[config.mk]
export PLATFORM = sky130hd
export DESIGN_NAME = prediction_stabilizer
export DESIGN_NICKNAME = d
export VERILOG_FILES = /design/src/rtl/prediction_pkg.sv /design/src/rtl/prediction_stabilizer.sv
export SDC_FILE = /design/constraint.sdc
export NUM_CORES = 1
export LEC_CHECK = 0
export ABC_AREA = 0
export CAP_MARGIN = 20
export CORE_MARGIN = 10
export CORE_UTILIZATION = 55
export DETAILED_ROUTE_END_ITERATION = 8
export PLACE_DENSITY = 0.89
export SYNTH_ARGS = -nofsm -noshare
export SYNTH_HDL_FRONTEND = slang
export SYNTH_SLANG_ARGS = --single-unit
[constraint.sdc]
create_clock -name clk -period 3.66 [get_ports clk]
set_input_delay 0.549 -clock clk [delete_from_list [all_inputs] [get_ports clk]]
set_output_delay 0.549 -clock clk [all_outputs]
set_load 0.02 [all_outputs]
[src/rtl/prediction_pkg.sv]
// Shared types for the ASL prediction path.
//   stab_state_t : stabilizer FSM states
//   class_idx_t  : argmax class index
//   score_t      : signed int8 argmax score
package prediction_pkg;

    localparam int unsigned NUM_ASL_CLASSES = 24;
    localparam int unsigned CLASS_W         = 5;
    localparam int unsigned SCORE_W         = 8;

    typedef enum logic [1:0] {
        IDLE,
        CAND,
        LOCKED
    } stab_state_t;

    typedef logic [CLASS_W-1:0]        class_idx_t;
    typedef logic signed [SCORE_W-1:0] score_t;

endpackage

[src/rtl/prediction_stabilizer.sv]
// Debounces the per-frame argmax result into a stable letter label.
// A label locks after HOLD_COUNT consecutive agreeing confident frames,
// switches when a challenger gathers HOLD_COUNT agreeing confident frames,
// and releases after TIMEOUT_FRAMES consecutive non-confident frames.
//
// Ports:
//   clk, resetn  : clock, asynchronous active-low reset
//   in_valid     : one-cycle strobe for a new frame result
//   in_index     : argmax class index
//   in_data      : argmax score, two's complement
//   clear        : synchronous flush to IDLE (beats in_valid, no pulse)
//   out_valid    : one-cycle pulse when out_locked or out_index changes
//   out_index    : current locked label
//   out_conf     : score of the latest confident frame of the locked label
//   out_locked   : high while a label is held
module prediction_stabilizer
    import prediction_pkg::*;
#(
    parameter int unsigned NUM_CLASSES    = NUM_ASL_CLASSES,
    parameter int          MIN_CONF       = 16,
    parameter int unsigned HOLD_COUNT     = 4,
    parameter int unsigned TIMEOUT_FRAMES = 16
) (
    input  logic               clk,
    input  logic               resetn,
    input  logic               in_valid,
    input  logic [CLASS_W-1:0] in_index,
    input  logic [SCORE_W-1:0] in_data,
    input  logic               clear,
    output logic               out_valid,
    output logic [CLASS_W-1:0] out_index,
    output logic [SCORE_W-1:0] out_conf,
    output logic               out_locked
);

    localparam int unsigned CAND_W = $clog2(HOLD_COUNT + 1);
    localparam int unsigned MISS_W = $clog2(TIMEOUT_FRAMES + 1);
    localparam int unsigned IDXC_W = CLASS_W + 1;
    localparam score_t      MIN_SCORE = score_t'(MIN_CONF);

    stab_state_t        state_q, state_d;
    class_idx_t         cand_idx_q, cand_idx_d;
    logic [CAND_W-1:0]  cand_cnt_q, cand_cnt_d;
    logic [MISS_W-1:0]  miss_cnt_q, miss_cnt_d;
    logic               out_valid_d;
    class_idx_t         out_index_d;
    logic [SCORE_W-1:0] out_conf_d;
    logic               out_locked_d;

    logic               conf_hit_c;
    logic               miss_c;
    logic [CAND_W-1:0]  cand_next_c;
    logic               cand_done_c;
    logic [MISS_W-1:0]  miss_next_c;
    logic               miss_done_c;

    // Frame qualification and counter look-ahead
    always_comb begin
        conf_hit_c  = in_valid
                    && (score_t'(in_data) >= MIN_SCORE)
                    && (IDXC_W'(in_index) < IDXC_W'(NUM_CLASSES));
        miss_c      = in_valid && !conf_hit_c;
        // An idle or freshly reset counter is 0, so a match and a restart both yield 1.
        cand_next_c = (in_index == cand_idx_q) ? (cand_cnt_q + CAND_W'(1)) : CAND_W'(1);
        cand_done_c = (cand_next_c == CAND_W'(HOLD_COUNT));
        miss_next_c = (miss_cnt_q == MISS_W'(TIMEOUT_FRAMES)) ? miss_cnt_q
                                                              : (miss_cnt_q + MISS_W'(1));
        miss_done_c = (miss_next_c == MISS_W'(TIMEOUT_FRAMES));
    end

    // Next-state and next-output logic
    always_comb begin
        state_d      = state_q;
        cand_idx_d   = cand_idx_q;
        cand_cnt_d   = cand_cnt_q;
        miss_cnt_d   = miss_cnt_q;
        out_valid_d  = 1'b0;
        out_index_d  = out_index;
        out_conf_d   = out_conf;
        out_locked_d = out_locked;

        if (clear) begin
            state_d      = IDLE;
            cand_idx_d   = '0;
            cand_cnt_d   = '0;
            miss_cnt_d   = '0;
            out_index_d  = '0;
            out_conf_d   = '0;
            out_locked_d = 1'b0;
        end else begin
            unique case (state_q)
                IDLE, CAND: begin
                    if (conf_hit_c) begin
                        cand_idx_d = in_index;
                        if (cand_done_c) begin
                            out_index_d  = in_index;
                            out_conf_d   = in_data;
                            out_locked_d = 1'b1;
                            out_valid_d  = 1'b1;
                            miss_cnt_d   = '0;
                            cand_cnt_d   = '0;
                            state_d      = LOCKED;
                        end else begin
                            cand_cnt_d = cand_next_c;
                            state_d    = CAND;
                        end
                    end else if (miss_c) begin
                        cand_cnt_d = '0;
                        state_d    = IDLE;
                    end
                end
                LOCKED: begin
                    if (conf_hit_c) begin
                        miss_cnt_d = '0;
                        if (in_index == out_index) begin
                            cand_cnt_d = '0;
                            out_conf_d = in_data;
                        end else begin
                            cand_idx_d = in_index;
                            if (cand_done_c) begin
                                out_index_d = in_index;
                                out_conf_d  = in_data;
                                out_valid_d = 1'b1;
                                cand_cnt_d  = '0;
                            end else begin
                                cand_cnt_d = cand_next_c;
                            end
                        end
                    end else if (miss_c) begin
                        cand_cnt_d = '0;
                        if (miss_done_c) begin
                            // Label and score stay visible after release.
                            out_locked_d = 1'b0;
                            out_valid_d  = 1'b1;
                            miss_cnt_d   = '0;
                            state_d      = IDLE;
                        end else begin
                            miss_cnt_d = miss_next_c;
                        end
                    end
                end
                default: begin
                    state_d = IDLE;
                end
            endcase
        end
    end

    // State, counter and output registers
    always_ff @(posedge clk or negedge resetn) begin
        if (!resetn) begin
            state_q    <= IDLE;
            cand_idx_q <= '0;
            cand_cnt_q <= '0;
            miss_cnt_q <= '0;
            out_valid  <= 1'b0;
            out_index  <= '0;
            out_conf   <= '0;
            out_locked <= 1'b0;
        end else begin
            state_q    <= state_d;
            cand_idx_q <= cand_idx_d;
            cand_cnt_q <= cand_cnt_d;
            miss_cnt_q <= miss_cnt_d;
            out_valid  <= out_valid_d;
            out_index  <= out_index_d;
            out_conf   <= out_conf_d;
            out_locked <= out_locked_d;
        end
    end

endmodule

==> flow_metrics.py <==
metrics = {
    "cts": {
        "max-clock-path-buffers": 2,
        "cts_setup_buffers": 0,
        "cts_hold_buffers": 0,
        "clock_root_buffer": "clkbuf_4",
        "htreeDepth": 2,
        "clk_pin_slew_worst_paths_ps": 90,
        "clk-insertion-delay-late_ps": 310,
        "tritoncts.num_buffers": 5,
        "numClockSinks": 30,
        "post_cts_resize_count": 0,
        "cts_tree": "done",
    },
    "layout": {
        "mostFrequentLayoutCell": "clkdlybuf4s50_1",
        "final_area_um2": 2042,
        "areaGrowthSynthToFinish_pct": 27.30,
        "n_antenna_cell": 0,
        "final_net_count": 217,
        "most-common-layout-cells": "clkdlybuf4s50_1, dfrtp_1, inv_1",
        "layout-drive-gt1-share": 0.06566,
    },
    "place": {
        "place_ws_ps": 663.3,
        "place.detailed.hpwl_mm": 3.122,
        "globalplace.congestion": 0.9037,
        "io_buffers": 31,
        "cell_area_after_placement_um2": 1963,
    },
    "routing": {
        "vias_per_cell": 5.987,
        "routed_wl_mm": 3.916,
        "post_drt_wl_per_cell_um": 17.10,
        "drt_iter0_markers": 81,
        "detail_route.drc_violations": 0,
        "vias": 1371,
        "drt_pre_antenna_iters": 4,
        "antenna_left": 0,
    },
    "hold_path": {
        "timing.hold.worst.class": "reg2reg",
    },
    "sta": {
        "setup_viol": 0,
        "finalClockSkew_ps": 7.422,
        "worst_slew_pin_slew_ps": 651.3,
        "worst_slack_ps": 952.5,
        "hold_violations": 0,
        "grt_setup_unrepaired": "false",
        "post-route-period-util": 0.7398,
        "timing.final.max_slew_violations": 0,
        "setup-tns-final_ps": 0,
        "relSlewSlack": 0.5658,
        "achievable-frequency_ghz": 0.3693,
        "post-route-min-period_ps": 2708,
    },
    "yosys": {
        "synthesis.instances": 159,
        "synth.lib_cells_used.distinct": 40,
        "postSynthRegisterBits": 30,
        "synth.cell_area_um2": 1604,
        "yosys.area.top_type_share": 0.4680,
        "cell_type_with_the_largest_total_area_after_synthesis": "dfrtp_1",
        "yosysWarningCount": 0,
        "post_synth_main_area_contributors": "dfrtp_1, a22o_1, inv_1, o32ai_1, xor2_1",
        "postSynthAreaPerCell_um2": 10.09,
        "synth.yosys.seq_area_share": 0.4680,
        "post_syn_nets": 179,
    },
    "worst_setup_path": {
        "worst-path-max-fanout": 7,
        "crit_arrival_ps": 2910,
        "worstSetupStartpointType": "flip-flop",
        "critical_path.endpoint_type": "flip-flop",
        "setup.worst_path.class": "reg2reg",
        "worst-endpoint-required_ps": 3870,
    },
    "global_routing": {
        "track_usage": 0.1471,
        "grt_antenna_before_repair": 0,
        "number_of_global_route_vias_before_repair": 1433,
        "wire_length_of_the_first_global_routing_pass_mm": 6.451,
        "global_route.overflow_total": 0,
        "maximum_number_of_pins_on_one_net_before_global_route_repair": 31,
    },
    "floorplan": {
        "floorplan.initialDensity": 0.5767,
        "rows": 19,
        "pin_count": 32,
        "floorplan.die.width_um": 74.01,
        "core_region_um2": 2781,
        "die_height_um": 74.01,
        "fp.dieArea_um2": 5477,
    },
    "pwr": {
        "vdd_ir_drop_max_uv": 358.4,
        "pwrdens_nw_per_um2": 313.4,
        "standby_leakage_power_nw": 0.8901,
    },
    "job": {
        "maxCapViolations": 0,
    },
    "outcome": {
        "outcome": "completed",
    },
}
through the flow:
stage	instances	util	total power, mW	hold slack, ps
2_1_floorplan	159	-	0.3700	253.4
3_3_place_gp	221	0.7058	0.4044	478.7
3_5_place_dp	221	0.7058	0.4076	495.5
4_1_cts	229	0.7341	0.6433	516.1
5_1_grt	229	0.7341	0.6636	546.5
6_report	229	0.7341	0.6400	513.2
critical path: stages, from the launching register on:
cell	delay (ps)
dfrtp_1	430
ha_1	320
nand2b_1	180
or4_4	550
or4_1	620
a32o_1	280
a22o_1	230
synthesized netlist by cell type, drive strengths merged:
master / number
a211o: 2
a211oi: 1
a21o: 2
a21oi: 7
a221oi: 1
a22o: 8
a2bb2oi: 2
a31oi: 1
a32o: 2
and2: 3
and2b: 1
and3: 1
clkbuf: 3
dfrtp: 30
ha: 3
inv: 18
mux2i: 5
nand2: 9
nand2b: 4
nand3: 8
nand4: 2
nand4bb: 1
nor2: 5
nor2b: 4
nor3: 2
nor3b: 1
nor4: 1
nor4b: 1
o2111ai: 1
o21ai: 3
o22a: 1
o2bb2ai: 2
o32ai: 7
or2: 1
or3: 1
or4: 2
xnor2: 6
xor2: 7
sequential cells by signal, summed over array words and instances, names as in the netlist:
signal      flops
out_index       5
state_q         2
out_conf        8
out_locked      1
out_valid       1
miss_cnt_q      5
cand_cnt_q      3
cand_idx_q      5
metal layers:
| layer | wire (um) | global-route usage | part of all wire | vias to the layer above |
|---|---|---|---|---|
| met1 | 1513 | 0.1671 | 0.39 | 637 |
| met2 | 1906 | 0.2358 | 0.49 | 71 |
| met4 | 90 | 0.06625 | 0.023 | 0 |
| met5 | 0 | 0 | 0 | - |
| li1 | - | - | - | 652 |
| met3 | 406 | 0.06250 | 0.10 | 11 |
area by class of cell:
type                    instances  area [um^2]
clock buffers                   8        78.83
fillers                       189        739.5
inverters                      18        67.56
multi-input cells             108        773.2
flip-flops and latches         30        750.7
well taps                      31        38.79
repair buffers                 34        332.8
final timing paths:
kind | startpoint | cells past startpoint | slack (ps) | to
worst min-delay path | cand_cnt_q[1]$_DFFE_PN0N_ | 1 | 510 | cand_cnt_q[1]$_DFFE_PN0N_
worst min register to register | cand_cnt_q[1]$_DFFE_PN0N_ | 1 | 510 | cand_cnt_q[1]$_DFFE_PN0N_
max in group asynchronous | resetn | 2 | 2780 | out_conf[2]$_DFFE_PN0P_
min in group asynchronous | resetn | 2 | 610 | cand_cnt_q[0]$_DFFE_PN0N_
worst max register to register | cand_cnt_q[0]$_DFFE_PN0N_ | 6 | 950 | miss_cnt_q[4]$_DFFE_PN0P_
worst max-delay path | cand_cnt_q[0]$_DFFE_PN0N_ | 6 | 950 | miss_cnt_q[4]$_DFFE_PN0P_
cell families (layout without fill, tap and decap cells):
logic type	count (synthesis)	count (layout)	share of synthesized area
compound gates	40	40	0.1927
xor+xnor	13	13	0.07098
fa+ha+maj	3	3	0.02340
buf+inv	21	60	0.04992
flops	30	30	0.4680
mux	5	5	0.03120
simple gates	47	47	0.1638
power by group:
part | internal [mW] | switching, mW | total (mW)
logic | 0.0299 | 0.0338 | 0.0637
registers | 0.335 | 0.00285 | 0.337
clock network | 0.131 | 0.108 | 0.239
total | 0.496 | 0.144 | 0.640
(Power assumes the default switching activity.)
==> edit, RTL diff (same settings) <==
Remove the register `out_valid`: a continuous assignment takes its place, so the output `out_valid` follows one clock earlier. Comments in the files are not updated.
--- a/src/rtl/prediction_stabilizer.sv
+++ b/src/rtl/prediction_stabilizer.sv
@@ -154,5 +154,4 @@
             cand_cnt_q <= '0;
             miss_cnt_q <= '0;
-            out_valid  <= 1'b0;
             out_index  <= '0;
             out_conf   <= '0;
@@ -163,5 +162,4 @@
             cand_cnt_q <= cand_cnt_d;
             miss_cnt_q <= miss_cnt_d;
-            out_valid  <= out_valid_d;
             out_index  <= out_index_d;
             out_conf   <= out_conf_d;
@@ -170,4 +168,6 @@
     end
 
+    assign out_valid = out_valid_d;
+
 endmodule
 
Formal check against the unedited RTL: not equivalent (Yosys sat finds a counterexample within 4 cycles, from zero or initial values and one cycle with resetn low).
==> edit against the original RTL <==
Final area is 5.5% higher. Worst hold slack improved by 0.0023 ns. Worst setup slack lost 0.70 ns. Area after synthesis is 6.9% higher. Sequential cell count shrank 1. Maximum frequency is 20% lower. Die area increased by 5.0%. Total power shrank 2.5%. Combinational power rose by 13%. Wire length grew 2.2%. Clock skew grew 0.0057 ns. Register-to-register slack improved by 0.47 ns. Critical path type is now in2out.
==> edit: results (changes against the original RTL) <==
\begin{tabular}{lr}
\hline
Metric & Value \\
\hline
\multicolumn{2}{l}{\textbf{Outcome}} \\
Result of the run & finished, final reports clean \\
\multicolumn{2}{l}{\textbf{Critical path}} \\
Launch point of the worst path & in\_index[4] \\
Terminus of the critical flop-to-flop path & out\_conf[4] \\
CP Data Arrival Time & 2.85 ns (-0.06 ns) \\
\multicolumn{2}{l}{\textbf{Placement}} \\
Detailed placement HPWL & 2.97 mm (-4.9\%) \\
Final weighted congestion in routability-driven placement & 0.853 (-5.6\%) \\
\multicolumn{2}{l}{\textbf{Finish}} \\
Layout sequential cell count & 29 (-3.3\%) \\
Final-layout clock buffer total & 7 (-1) \\
Count of non-CTS buffers in the layout & 35 (+2.9\%) \\
Share of final layout cell area taken by non-clock buffers & 15.8\% (-0.49 points) \\
Clk cell area share & 3.25\% (-0.61 points) \\
Layout fillers & 227 (+20\%) \\
Fin nets & 224 (+3.2\%) \\
Fraction of area in multi-input gates & 43.6\% (+5.8 points) \\
\multicolumn{2}{l}{\textbf{Logic synthesis}} \\
Post-synthesis net count & 190 (+6.1\%) \\
Largest cells by area after synthesis & sky130\_fd\_sc\_hd\_\_dfrtp\_1 42\%, sky130\_fd\_sc\_hd\_\_mux2i\_1 9.9\%, sky130\_fd\_sc\_hd\_\_nand2b\_1 8.4\% \\
Adder and majority gate portion of the synthesized area & 2.19\% (-0.15 points) \\
Post-Synthesis Mean Instance Area & 10.1 um2 (about the same) \\
Most used standard cells in the synthesized netlist & 29 x sky130\_fd\_sc\_hd\_\_dfrtp\_1, 23 x sky130\_fd\_sc\_hd\_\_nand2b\_1, 17 x sky130\_fd\_sc\_hd\_\_mux2i\_1 \\
Sequential cell area fraction in the yosys report & 42.3\% (-4.5 points) \\
Fraction of the mapped netlist area in compound gates & 10.9\% (-8.3 points) \\
Multiplexer share of the synthesized area & 9.93\% (+6.8 points) \\
Post-synthesis xor/xnor area fraction & 7.15\% (+0.055 points) \\
\multicolumn{2}{l}{\textbf{Routing}} \\
Average detailed-routed wire length per instance & 16.1 um (-6.0\%) \\
Total number of vias & 1,374 (+0.22\%) \\
Number of design-rule violations left by the first detailed-router iteration & 109 (+35\%) \\
\multicolumn{2}{l}{\textbf{Clock tree}} \\
Latest clock arrival within the worst-skew pair & 0.34 ns (+0.03 ns) \\
\multicolumn{2}{l}{\textbf{Floorplan}} \\
Initial core utilization & 56.6\% (-1.1 points) \\
\multicolumn{2}{l}{\textbf{Pwr}} \\
Leak pwr & 0.916 nW (+2.9\%) \\
Switching Power & 0.000154 W (+6.5\%) \\
\multicolumn{2}{l}{\textbf{STA}} \\
Post-route worst hold slack & 0.516 ns (+0.00231 ns) \\
\multicolumn{2}{l}{\textbf{Global routing}} \\
Largest net degree at the start of global routing & 40 (+29\%) \\
\multicolumn{2}{l}{\textbf{Worst hold path}} \\
Beginning of the worst hold path & cand\_cnt\_q[2] \\
\hline
\end{tabular}
[edit: cell types whose count changed after synthesis, moves of 3 or more]
| cell | delta |
|---|---|
| sky130_fd_sc_hd__nand2b_1 | +19 |
| sky130_fd_sc_hd__inv_1 | -12 |
| sky130_fd_sc_hd__mux2i_1 | +12 |
| sky130_fd_sc_hd__a22o_1 | -7 |
| sky130_fd_sc_hd__o32ai_1 | -7 |
| sky130_fd_sc_hd__clkbuf_1 | +4 |
| sky130_fd_sc_hd__nand3_1 | -4 |
| sky130_fd_sc_hd__o31ai_1 | +3 |
| sky130_fd_sc_hd__xnor2_1 | +3 |
[edit: layer usage]
| layer | up-vias | global-route usage [%] | wire length (um) |
|---|---|---|---|
| met5 | - | 0 | 0 |
| met2 | 47 | 25.6 | 1960 |
| met1 | 662 | 16.9 | 1630 |
| met4 | 0 | 6.80 | 79 |
| li1 | 655 | - | - |
| met3 | 10 | 7.68 | 328 |
[edit: repair_timing]
item,CTS,global route
setup endpoints to repair,0,1
gates resized for setup,0,1
hold endpoints to repair,0,0
